--- src/rtl/led_per_sec_if.sv ---
// Board-pin bundle for the LED/UART demo: LED bank plus the UART pair.
interface led_per_sec_if;
   logic [7:0] LEDS;
   logic       TXD;
   logic       RXD;

   modport master (output LEDS, output TXD, input RXD);
   modport slave  (input LEDS, input TXD, output RXD);
endinterface

--- src/rtl/led_per_sec.sv ---
// One-step-per-tick LED sequencer: 3-bit step on LEDS[7:5], and each new
// step number sent as an ASCII digit on an 8N1 UART line.
module led_per_sec #(
   parameter int TICKS_PER_STEP = 10_000_000,
   parameter int BAUD_DIV       = 87
) (
   input  logic          CLK,
   input  logic          RESET,
   led_per_sec_if.master pins
);

   localparam int PW = $clog2(TICKS_PER_STEP);
   localparam int BW = (BAUD_DIV > 1) ? $clog2(BAUD_DIV) : 1;
   localparam logic [PW-1:0] PRE_LAST  = PW'(TICKS_PER_STEP - 1);
   localparam logic [BW-1:0] BAUD_LAST = BW'(BAUD_DIV - 1);

   localparam logic [1:0] ST_IDLE  = 2'd0;
   localparam logic [1:0] ST_START = 2'd1;
   localparam logic [1:0] ST_DATA  = 2'd2;
   localparam logic [1:0] ST_STOP  = 2'd3;

   logic [PW-1:0] pre_q, pre_d;
   logic [2:0]    step_q, step_d;
   logic [1:0]    state_q, state_d;
   logic [BW-1:0] baud_q, baud_d;
   logic [2:0]    bit_idx_q, bit_idx_d;
   logic [7:0]    data_q, data_d;
   logic          txd_q, txd_d;
   logic          tick;
   logic          baud_done;

   assign tick      = (pre_q == PRE_LAST);
   assign baud_done = (baud_q == BAUD_LAST);

   always_comb begin
      pre_d  = tick ? '0 : pre_q + 1'b1;
      step_d = tick ? step_q + 3'd1 : step_q;
   end

   // Ticks outside IDLE are ignored so an ongoing frame is never disturbed.
   always_comb begin
      state_d   = state_q;
      baud_d    = baud_q;
      bit_idx_d = bit_idx_q;
      data_d    = data_q;
      txd_d     = txd_q;
      case (state_q)
         ST_IDLE: begin
            txd_d = 1'b1;
            if (tick) begin
               data_d  = 8'h30 + {5'b00000, step_d};
               state_d = ST_START;
               baud_d  = '0;
               txd_d   = 1'b0;
            end
         end
         ST_START: begin
            if (baud_done) begin
               baud_d    = '0;
               bit_idx_d = 3'd0;
               state_d   = ST_DATA;
               txd_d     = data_q[0];
            end else begin
               baud_d = baud_q + 1'b1;
            end
         end
         ST_DATA: begin
            if (baud_done) begin
               baud_d = '0;
               if (bit_idx_q == 3'd7) begin
                  bit_idx_d = 3'd0;
                  state_d   = ST_STOP;
                  txd_d     = 1'b1;
               end else begin
                  bit_idx_d = bit_idx_q + 3'd1;
                  txd_d     = data_q[bit_idx_q + 3'd1];
               end
            end else begin
               baud_d = baud_q + 1'b1;
            end
         end
         default: begin
            if (baud_done) begin
               baud_d  = '0;
               state_d = ST_IDLE;
               txd_d   = 1'b1;
            end else begin
               baud_d = baud_q + 1'b1;
            end
         end
      endcase
   end

   always_ff @(posedge CLK or negedge RESET) begin
      if (!RESET) begin
         pre_q     <= '0;
         step_q    <= 3'd0;
         state_q   <= ST_IDLE;
         baud_q    <= '0;
         bit_idx_q <= 3'd0;
         data_q    <= 8'h00;
         txd_q     <= 1'b1;
      end else begin
         pre_q     <= pre_d;
         step_q    <= step_d;
         state_q   <= state_d;
         baud_q    <= baud_d;
         bit_idx_q <= bit_idx_d;
         data_q    <= data_d;
         txd_q     <= txd_d;
      end
   end

   assign pins.LEDS = {step_q, 5'b00000};
   assign pins.TXD  = txd_q;

endmodule

--- src/flat_wrapper.sv ---
// flat-port wrapper written by rule: the top's interface ports become plain ports
module led_per_sec_flat 
#(
   parameter int TICKS_PER_STEP = 10_000_000,
   parameter int BAUD_DIV       = 87
)
  (CLK, RESET, pins_LEDS, pins_TXD, pins_RXD);
  led_per_sec_if pins_i ();
  input  logic CLK;
  input  logic RESET;
  output wire logic [$bits(pins_i.LEDS)-1:0] pins_LEDS;
  output wire logic [$bits(pins_i.TXD)-1:0] pins_TXD;
  input wire logic [$bits(pins_i.RXD)-1:0] pins_RXD;
  assign pins_LEDS = pins_i.LEDS;
  assign pins_TXD = pins_i.TXD;
  assign pins_i.RXD = pins_RXD;
  led_per_sec #(.TICKS_PER_STEP(TICKS_PER_STEP), .BAUD_DIV(BAUD_DIV)) u_core (.CLK(CLK), .RESET(RESET), .pins(pins_i));
endmodule
--- config.mk ---
export PLATFORM = sky130hd
export DESIGN_NAME = led_per_sec_flat
export DESIGN_NICKNAME = d
export VERILOG_FILES = /design/src/rtl/led_per_sec_if.sv /design/src/rtl/led_per_sec.sv /design/src/flat_wrapper.sv
export SDC_FILE = /design/constraint.sdc
export NUM_CORES = 1
export LEC_CHECK = 0
export BUFFER_PORTS_ARGS = -buffer_cell sky130_fd_sc_hd__buf_4
export CAP_MARGIN = 20
export CORE_MARGIN = 5
export CORE_UTILIZATION = 57
export DETAILED_ROUTE_END_ITERATION = 6
export GPL_ROUTABILITY_DRIVEN = 0
export PLACE_DENSITY = 0.81
export SYNTH_ARGS = -nofsm -noshare
export SYNTH_HDL_FRONTEND = slang
export SYNTH_SLANG_ARGS = --single-unit
--- constraint.sdc ---
create_clock -name CLK -period 2.64 [get_ports CLK]
set_clock_uncertainty 0.1 [all_clocks]
set_input_delay 0.132 -clock CLK [delete_from_list [all_inputs] [get_ports CLK]]
set_output_delay 0.132 -clock CLK [all_outputs]
set_load 0.03 [all_outputs]
==> results.ini <==
[status]
outcome = finished, final reports clean

[flow_run]
cap_violations = 0

[logic_synthesis]
synth-seq-cells = 44
synth_edf_count = 0
synth-seq-area-share = 0.470
synth.largest_area_cell = dfrtp_1
yosysUniqueCellTypes = 45
netlist_area_mm2 = 0.00234
yosysWarnings = 0
synth_flop_cell = dfrtp_1
netlist_top_cells_area = dfrtp_1, xnor2_1, ha_1
synth-async-reset-ratio = 1.00
syn_inst = 228
netlist.area_leader.share = 0.459
postSynthAreaPerCell_um2 = 10.3

[timing]
slew_viol_final = 0
post-route-min-period_ps = 2320
hold_viol_final = 0
finalSetupViolations = 0
tns_ps = 0
fin_crit_sh = 0.879
rsz0062_at_grt = no
worstMarginPinSlew_ps = 662
slew_headroom = 0.555
fmax_ghz = 0.431

[die]
dieArea_mm2 = 0.00549
die_x_um = 74.1
row_count = 23
chipHeight_um = 74.1
coreArea_mm2 = 0.00400
num_io_pins = 12
start_util = 0.586

[power_and_ir_drop]
pwr_density_cell_mw_per_mm2 = 540
leakage_nw = 1.19
irDropWorstVdd_mv = 0.519

[setup_path]
r2r_cells = 4
critPathBufInv = 0
path_cells = or4_1 > or4_4 > nor3_4 > mux2_1
arrival_ps = 2420
startpoint_type = register
crit_fanout = 5
crit_cells = 4
r2r_slack_ps = 320
worstSetupPathType = reg -> reg
cp-end-kind = register
path_delay_family = simple AND/OR/NAND/NOR gates
reg2reg_from = u_core.pre_q[16]
r2r-end = u_core.step_q[1]
critPathRequiredTime_ps = 2740
slowest_delay_ps = 570
crit_slowest_cell = or4_1

[finish]
fin_area_mm2 = 0.00261
syn_to_final_growth_pct = 11.2
fill_cells = 306
regArea_mm2 = 0.00110
multiInputGateArea_mm2 = 0.00118
nets = 253
drive_gt1_frac = 0.129
diodes = 0

[drt]
wl_per_cell_um = 16.1
drc = 0
dr.pass1.iters = 4
ant_nets = 0
drt_first_iter_violations = 119
vias = 1732
via_per_inst = 5.95
drt-total-wl_um = 4690

[placement]
dp_hpwl_um = 3310
io_buffers = 5
placed_cell_area_mm2 = 0.00244

[worst_hold_path]
hold_class = in -> async

[clock_tree]
path_clk_slew_ps = 90
htree_levels = 2
cts_buffer_depth = 2
cts_tree = yes
cts_buffers = 5
clk_latency_ps = 310
clock-root-buffer = clkbuf_8
clock-sinks = 44

[grt]
grt_pass1_vias = 1720
grt_usage = 0.187
gr-total-overflow = 0
grt_max_degree = 45
grt_pass1_wl_um = 7880
antenna_found_initial = 0

-- metal layers --
| metal | vias to the layer above | track usage | routed length [um] |
|---|---|---|---|
| met2 | 35 | 0.325 | 2400 |
| met4 | 0 | 0.0563 | 77 |
| met3 | 9 | 0.0324 | 145 |
| met1 | 849 | 0.240 | 2070 |
| li1 | 839 | - | - |
| met5 | - | 0 | 0 |
-- registers in the layout, indices dropped and copies added (netlist names) --
signal,flops
u_core.step_q,3
u_core.bit_idx_q,3
u_core.pre_q,24
u_core.baud_q,7
u_core.data_q,4
u_core.pins.TXD,1
u_core.state_q,2
-- cells in the mapped netlist, types with 4 or more instances --
| library cell | count |
|---|---|
| a21oi_1 | 5 |
| and3_1 | 5 |
| buf_4 | 6 |
| clkbuf_1 | 4 |
| dfrtp_1 | 43 |
| ha_1 | 10 |
| inv_1 | 5 |
| mux2_2 | 4 |
| nand2_1 | 12 |
| nand3_1 | 16 |
| nand4_1 | 10 |
| nor2_1 | 16 |
| nor2b_1 | 4 |
| nor3_1 | 10 |
| nor4_1 | 4 |
| o21ai_0 | 7 |
| xnor2_1 | 16 |
| xor2_1 | 9 |
-- where the power goes --
group	internal, mW	switching (mW)	total [mW]
logic	0.00195	0.0222	0.0242
clock network	0.473	0.236	0.709
registers	0.673	0	0.673
total	1.15	0.258	1.41
-- through the flow --
step                worst slack [ps]  power (mW)  utilization  instances  hold slack [ps]
floorplan                        338       0.702            -        232             -264
global placement                 364       0.710        0.609        282             52.6
detailed placement               322       0.710        0.609        282             56.4
CTS                              314        1.41        0.651        291              275
global route                     215        1.45        0.651        291              304
finish                           320        1.41        0.651        291              255
-- logic make-up (layout without fill, tap and decap cells) --
logic type,Yosys count,in the layout,share of synthesized area
fa+ha+maj,10,10,0.0534
other cells,1,5,0.00160
simple gates,97,97,0.230
mux,7,7,0.0326
xor+xnor,25,25,0.0934
buf+inv,15,24,0.0336
compound gates,29,29,0.0854
flops,44,44,0.470
-- cells in the final DEF (no fill, tap or decap), types with 2 or more instances in the layout --
cell type	instances
or3b_2	2
a31o_2	3
bufinv_16	3
nor4_1	4
buf_4	10
nand2_1	12
ha_1	10
nand4_1	10
and2_1	3
clkbuf_8	5
xor2_1	9
nand2b_1	2
nor3_1	10
o21ai_0	7
or3_1	3
a21oi_1	5
and3_1	5
or4_1	3
mux2i_1	2
mux2_2	4
inv_1	5
o22ai_1	3
a32o_1	2
xnor2_1	16
dfrtp_1	43
o211ai_1	2
nor2b_1	4
nor2_1	16
conb_1	5
nand3_1	16
-- worst max-delay path by stage --
stage	from	endpoint	slack, ps
6_report	u_core.pre_q[16]	u_core.step_q[1]	320
5_1_grt	u_core.pre_q[16]	u_core.step_q[0]	220
4_1_cts	u_core.pre_q[16]	u_core.step_q[0]	310
3_5_place_dp	u_core.pre_q[16]	u_core.step_q[1]	320
3_3_place_gp	u_core.pre_q[16]	u_core.step_q[1]	360
2_1_floorplan	u_core.pre_q[16]	u_core.step_q[1]	340
-- what timing repair did --
item | CTS | global route
endpoints found under the hold margin | 43 | 0
buffers inserted | 0 | 0
gates resized for setup | 0 | 0
hold buffers | 1 | 0
-- worst reg2reg max path: stages, from the launching register on --
cell and delay [ps]:
dfrtp_1 420, or4_1 570, or4_4 550, nor3_4 240, mux2_1 350
-- layout make-up --
cell class	count	share of cell area
tap	50	0.0240
sequential	44	0.423
clock buffer	5	0.0264
multi-input combinational	173	0.452
clock inverter	3	0.0346
inverter	5	0.00720
timing repair buffer	11	0.0327
Note: power is estimated with default switching activity, not from simulation.
